## src/rtl/piso_serializer.sv

```systemverilog
`default_nettype none
// ============================================================================
// Module   : piso_serializer
// Brief    : Parallel-in/serial-out shifter with valid/ready load, pacing
//            enable, selectable bit order and a per-word done pulse.
// Revision : 1.0  initial release
// ============================================================================
module piso_serializer #(
    parameter int WIDTH     = 8,
    parameter bit MSB_FIRST = 1'b0
) (
    input  logic             clk,
    input  logic             rst,
    input  logic [WIDTH-1:0] data,
    input  logic             load_valid,
    output logic             load_ready,
    input  logic             ser_en,
    output logic             out,
    output logic             out_valid,
    output logic             busy,
    output logic             done
);

    localparam int             C_CW   = (WIDTH > 1) ? $clog2(WIDTH) : 1;
    localparam logic [C_CW-1:0] C_LAST = C_CW'(WIDTH - 1);

    typedef enum logic [0:0] {
        S_IDLE  = 1'b0,
        S_SHIFT = 1'b1
    } state_t;

    state_t           state_q;
    logic [WIDTH-1:0] shreg_q;
    logic [WIDTH-1:0] shreg_d;
    logic [C_CW-1:0]  cnt_q;
    logic             done_q;

    logic w_shift;
    logic w_last;
    logic w_head;

    assign w_shift = (state_q == S_SHIFT);
    assign w_last  = w_shift && ser_en && (cnt_q == C_LAST);

    // The output end of the shift register depends on the configured bit order
    generate
        if (MSB_FIRST) begin : g_msb_first
            assign w_head  = shreg_q[WIDTH-1];
            assign shreg_d = {shreg_q[WIDTH-2:0], 1'b0};
        end else begin : g_lsb_first
            assign w_head  = shreg_q[0];
            assign shreg_d = {1'b0, shreg_q[WIDTH-1:1]};
        end
    endgenerate

    // rst gates the combinational outputs so they drop the instant it rises
    assign load_ready = !rst && (!w_shift || w_last);
    assign out_valid  = !rst && w_shift;
    assign busy       = out_valid;
    assign out        = !rst && w_shift && w_head;
    assign done       = done_q;

    always_ff @(posedge clk or posedge rst) begin
        if (rst) begin
            state_q <= S_IDLE;
            shreg_q <= '0;
            cnt_q   <= '0;
            done_q  <= 1'b0;
        end else begin
            done_q <= w_last;
            case (state_q)
                S_IDLE: begin
                    if (load_valid) begin
                        shreg_q <= data;
                        cnt_q   <= '0;
                        state_q <= S_SHIFT;
                    end
                end
                S_SHIFT: begin
                    if (ser_en) begin
                        if (cnt_q == C_LAST) begin
                            // Reload on the last-bit edge keeps words back-to-back
                            if (load_valid) begin
                                shreg_q <= data;
                                cnt_q   <= '0;
                            end else begin
                                shreg_q <= '0;
                                cnt_q   <= '0;
                                state_q <= S_IDLE;
                            end
                        end else begin
                            shreg_q <= shreg_d;
                            cnt_q   <= cnt_q + 1'b1;
                        end
                    end
                end
                default: begin
                    state_q <= S_IDLE;
                end
            endcase
        end
    end

endmodule
`default_nettype wire

```

## config.mk

```make
export PLATFORM = sky130hd
export DESIGN_NAME = piso_serializer
export DESIGN_NICKNAME = d
export VERILOG_FILES = /design/src/rtl/piso_serializer.sv
export SDC_FILE = /design/constraint.sdc
export NUM_CORES = 1
export LEC_CHECK = 0
export CORE_MARGIN = 5
export CORE_UTILIZATION = 46
export DETAILED_ROUTE_END_ITERATION = 7
export PLACE_DENSITY_LB_ADDON = 0.1
export SYNTH_ARGS = -nofsm -noshare
export SYNTH_HDL_FRONTEND = slang
export SYNTH_SLANG_ARGS = --single-unit
```

## constraint.sdc

```tcl
create_clock -name clk -period 2 [get_ports clk]
set_input_delay 0.4 -clock clk [delete_from_list [all_inputs] [get_ports clk]]
set_output_delay 0.4 -clock clk [all_outputs]
set_load 0.02 [all_outputs]
```

==> flow_summary.json, run 1 <==
{
  "dr.pass1.iters": 4,
  "relSlewSlack_pct": 67.34,
  "port_buffers": 16,
  "min_period_ps": 1828,
  "setup.worst_path.start_class": "flop",
  "ant_nets": 0,
  "antenna_cells": 0,
  "worstSkewPairLatency_ps": 270,
  "status": "complete, no violations",
  "use_met2_pct": 19.53,
  "grt_pass1_wl_mm": 2.145,
  "p_comb_share_pct": 44.2,
  "tightest_slew_ps": 489.4,
  "syn_inst": 62,
  "grt_pass1_vias": 498,
  "gp_congestion": 0.6733,
  "die_w_um": 48.29,
  "pwr-share-clk_pct": 15.1,
  "regArea_um2": 325.3,
  "cts_tree": "built",
  "fp.dieH_um": 48.29,
  "skew_ps": 4.978,
  "clk_path_buf_depth": 2,
  "met1_usage_pct": 18.20,
  "cts_max_level": 1,
  "final_max_slew_viol_count": 0,
  "fillers": 132,
  "hold_buffers": 0,
  "antenna_found_initial": 0,
  "synth_nets": 77,
  "nets": 100,
  "hold_viol_final": 0,
  "period_share_pct": 91.38,
  "end_kind": "output pin",
  "synth_top_area_cell": "dfrtp_1",
  "drive_gt1_share_pct": 22.62,
  "rsz0062_at_grt": "false",
  "power.leakage_nw": 0.4099,
  "syn_to_final_growth_pct": 31.17,
  "drv_cap": 0,
  "switching_share_pct": 32.83,
  "gr-max-usage-layer": "met2",
  "netlist_area_um2": 674.4,
  "use_met3_pct": 3.321,
  "rows": 13,
  "ios": 17,
  "drt-initial-drc-count": 11,
  "initial_core_util_pct": 49.95,
  "grt_use_total_pct": 13.54,
  "cts-root-buf": "clkbuf_4",
  "numCtsBuffers": 3,
  "hpwl_um": 897.6,
  "yosysWarnings": 0,
  "grt_overflow": 0,
  "ys_seq_elements": 13,
  "worstPathMaxFanout": 3,
  "power_density_nw_per_um2": 1191,
  "hold-worst-slack_ps": 530.8,
  "hold_class": "flop to flop",
  "finalNonFillerCells": 99,
  "cp.required_ps": 1600,
  "dieArea_um2": 2332,
  "placed_cells": 94,
  "p_seq_share_pct": 40.7,
  "syn_avg_cell_area_um2": 10.88,
  "ys_seq_area_share_pct": 48.24,
  "wl_per_cell_um": 12.34,
  "core_area_um2": 1350,
  "worstSetupPathType": "flop to output pin",
  "synth_area_leaders": "dfrtp_1 48%, a22oi_1 7.8%, ha_1 5.6%",
  "ys_types": 21,
  "p_switching_uw": 345.9,
  "grt_max_degree": 16,
  "multi_input_area_um2": 310.3,
  "ir_worst_vdd_v": 0.0006526,
  "final_util_pct": 65.52,
  "drc": 0,
  "timing.fmax_mhz": 547.2,
  "synth.top_cell.area_share_pct": 48.24,
  "setup_violations": 0,
  "wl_mm": 1.222,
  "num_vias": 521,
  "cp.arrival_ps": 1430,
  "internal-power_uw": 707.8,
  "clock_sinks": 13,
  "path_clk_slew_ps": 80,
  "viasPerCell": 5.263
}
[per-layer routing]
layer / up-vias / part of all wire, %
met4: 0 / 0.98
li1: 263 / -
met3: 2 / 5.3
met2: 7 / 46
met5: - / 0
met1: 249 / 47
[state kept, by name, summed over array words and instances (netlist names)]
name and count:
shreg_q 8, cnt_q 3, done 1, state_q 1
[worst paths after layout]
check / start / end / slack [ps] / cells after the start
setup / recovery: cnt_q[0]$_DFFE_PP0P_ / load_ready / 170 / 5
hold / removal: shreg_q[3]$_DFFE_PP0P_ / shreg_q[3]$_DFFE_PP0P_ / 530 / 2
setup reg to reg: cnt_q[0]$_DFFE_PP0P_ / shreg_q[1]$_DFFE_PP0P_ / 540 / 5
hold reg to reg: shreg_q[3]$_DFFE_PP0P_ / shreg_q[3]$_DFFE_PP0P_ / 530 / 2
max in group asynchronous: rst / shreg_q[4]$_DFFE_PP0P_ / 1070 / 3
min in group asynchronous: rst / done$_DFF_PP0_ / 600 / 3
[Yosys cell counts]
master,count
and3_1,1
dfrtp_1,13
buf_4,1
and2_1,1
a21oi_1,7
a21boi_2,1
inv_1,2
a21bo_2,1
or2_2,1
clkbuf_1,1
nand2_1,1
a22o_1,3
nor2b_1,1
buf_6,2
a22oi_1,7
ha_1,3
mux2_4,1
and2b_1,1
o22ai_2,1
mux2_2,3
nor2_1,10
[cell usage in the layout (no fill, tap or decap)]
cell type and count:
a21bo_2 1, a21boi_2 1, a21oi_1 7, a22o_1 3, a22oi_1 7, and2_1 1, and2b_1 1, and3_1 1
buf_2 1, buf_4 6, clkbuf_1 1, clkbuf_4 3, clkdlybuf4s50_1 12, dfrtp_1 13, dlygate4sd2_1 3, ha_1 2
ha_2 1, inv_1 2, mux2_2 3, mux2_4 1, nand2_1 1, nor2_1 10, nor2b_1 1, o22ai_2 1
or2_2 1
[final cells by class]
cell class,instances,share of cell area [%]
clock buffers,4,2.970
inverters,2,0.8487
multi-input cells,43,35.08
flip-flops and latches,13,36.78
well taps,15,2.122
repair buffers,22,22.21
[per-stage QoR]
step	power [mW]	TNS [ps]	setup slack, ps	cell area [um^2]
3_5_place_dp	0.8983	-243.4	-135.3	857.1
5_1_grt	1.162	0	75.72	884.6
2_1_floorplan	0.7690	0	464.7	674.4
3_3_place_gp	0.8902	-171.8	-110.6	857.1
4_1_cts	1.055	0	35.27	880.8
6_report	1.054	0	172.4	884.6
[worst max-delay path, stage by stage, from the launching register on]
cell	delay, ps
dfrtp_1	390
ha_1	220
ha_2	200
a21boi_2	150
nor2_1	50
buf_2	150
[logic make-up after synthesis]
kind of cell,synth area share (%)
AO/OA/AOI/OAI,21.89
adder cells (fa/ha/maj),5.566
buffers and inverters,6.123
flip-flops,48.24
multiplexers,7.235
AND/OR/NAND/NOR,10.95
[power groups by stage]
stage                     Sequential (mW)  Combinational [mW]  Clock, mW
after floorplan                     0.427               0.342          0
after global placement              0.434               0.457          0
after detailed placement            0.435               0.463          0
after CTS                           0.429               0.457      0.169
after global routing                0.444               0.535      0.184
final                               0.429               0.466      0.159
[timing repair]
item | 4_1_cts | 5_1_grt
resized for setup | 6 | 2
pin swaps | 0 | 1
setup endpoints to repair | 4 | 1
buffers inserted | 0 | 1
Note: power is estimated with default switching activity, not from simulation.
==> run 2: changes to the inputs <==
ABC_CLOCK_PERIOD_IN_PS = 2000   (was unset)
CTS_BUF_LIST = sky130_fd_sc_hd__clkbuf_16   (was unset)
MAX_ROUTING_LAYER = met4   (was unset)
==> flow_summary.json, run 2 (synthesis results as in run 1) <==
{
  "power.leakage_nw": 0.4337,
  "timing.fmax_mhz": 548.2,
  "reg_top3": "shreg_q (8), cnt_q (3)",
  "worstSetupPathType": "primary input to output pin",
  "drv_cap": 0,
  "fin_tns_setup_ps": 0,
  "final_max_slew_viol_count": 0,
  "drive_gt1_share_pct": 20.48,
  "grt_pass1_wl_mm": 2.249,
  "worstSetupStartpoint": "rst",
  "wl_mm": 1.268,
  "grt_pass1_vias": 522,
  "slowest_delay_ps": 420,
  "period_share_pct": 91.21,
  "rows": 13,
  "syn_to_final_growth_pct": 37.48,
  "crit_buf_inv": 2,
  "ctsResizeCount": 4,
  "clock_sinks": 13,
  "antenna_cells": 0,
  "clk_path_buf_depth": 2,
  "worstSkewPairLatency_ps": 240,
  "numCtsBuffers": 3,
  "setup.worst_path.start_class": "primary input",
  "hpwl_um": 897.6,
  "mostFrequentLayoutCells": "13 x dfrtp_1, 12 x clkdlybuf4s50_1, 10 x nor2_1",
  "ir_worst_vdd_v": 0.0007097,
  "final_common_cell": "dfrtp_1",
  "wl_per_cell_um": 12.94,
  "ios": 17,
  "rsz0062_at_grt": "false",
  "largest_reg_flops": 8,
  "crit_family": "buffers and inverters",
  "final_util_pct": 68.67,
  "hold_class": "flop to flop",
  "r2r_cells": 5,
  "power_density_nw_per_um2": 1348,
  "fp.dieH_um": 48.29,
  "cts-root-buf": "clkbuf_16",
  "post_cts_buffers": 0,
  "ant_nets": 0,
  "dr.pass1.iters": 4,
  "num_vias": 524,
  "cp.arrival_ps": 1420,
  "fillers": 120,
  "r2r_start": "cnt_q[1]$_DFFE_PP0P_",
  "initial_core_util_pct": 49.95,
  "hold_buffers": 0,
  "slowest_stage": "clkdlybuf4s50_1",
  "path_clk_slew_ps": 40,
  "hold-worst-slack_ps": 526.4,
  "cts_max_level": 1,
  "viasPerCell": 5.347,
  "hold_viol_final": 0,
  "gp_congestion": 0.6800,
  "max_flop_register": "shreg_q",
  "worstHoldStart": "shreg_q[2]$_DFFE_PP0P_",
  "status": "complete, no violations",
  "grt_max_degree": 16,
  "setup_violations": 0,
  "worstPathMaxFanout": 3,
  "grt_use_total_pct": 14.58,
  "nets": 99,
  "whs_path_depth": 2,
  "end_kind": "output pin",
  "skew_ps": 3.762,
  "min_period_ps": 1824,
  "cp.required_ps": 1600,
  "antenna_found_initial": 0,
  "crit_chain": "clkdlybuf4s50_1 -> nor2b_1 -> and2_1 -> dlygate4sd2_1",
  "grt_overflow": 0,
  "tightest_slew_ps": 490.5,
  "r2r_setup_slack_ps": 540,
  "drc": 0,
  "min_to": "shreg_q[2]$_DFFE_PP0P_",
  "timing.rr.end": "shreg_q[3]$_DFFE_PP0P_",
  "dieArea_um2": 2332,
  "die_w_um": 48.29,
  "port_buffers": 16,
  "relSlewSlack_pct": 67.26,
  "core_area_um2": 1350,
  "drt-initial-drc-count": 11,
  "cts_tree": "built"
}
run 2: cell types whose count changed in the layout (fill, tap and decap cells not counted), sizes merged:
cell  before  now
buf        7    5
inv        2    3
run 2: report_power, final:
| part | internal, mW | switching, mW |
|---|---|---|
| Clock | 0.263 | 0.105 |
| Combinational | 0.249 | 0.201 |
| Sequential | 0.370 | 0.0612 |
| Total | 0.882 | 0.368 |
run 2: worst max-delay path by stage:
stage | endpoint | slack, ps | cells after the start
final | out | 180 | 4
after global routing | load_ready | 100 | 5
after CTS | load_ready | 20 | 5
after detailed placement | out | -140 | 4
after global placement | out | -110 | 4
after floorplan | out | 460 | 3
run 2: metal layers:
layer  global-route usage (%)  share of wire [%]
met1                    17.93                 46
met2                    21.09                 46
met3                    3.321                6.2
met4                    9.677                1.7
met5                        -                  0
run 2: layout make-up:
type                       instances  area, um^2  share of cell area (%)
sequential                        13       325.3                   35.09
timing repair buffer              21       188.9                   20.38
tap                               15       18.77                   2.024
multi-input combinational         43       307.8                   33.20
clock inverter                     1       3.754                  0.4049
inverter                           2       7.507                  0.8097
clock buffer                       3       75.07                   8.097
run 2: through the flow:
step                power [mW]  area (um^2)  setup WS [ps]  cells
global placement        0.8902        857.1         -110.6     94
floorplan               0.7690        674.4          464.7     62
CTS                      1.268        930.9          17.59     98
global route             1.355        927.1          99.41     98
finish                   1.250        927.1          175.9     98
detailed placement      0.8983        857.1         -135.3     94
run 2: tightest hold or removal path: stages (launching register included):
cell and delay [ps]:
dfrtp_1 340, nor2_1 50, a21oi_1 100
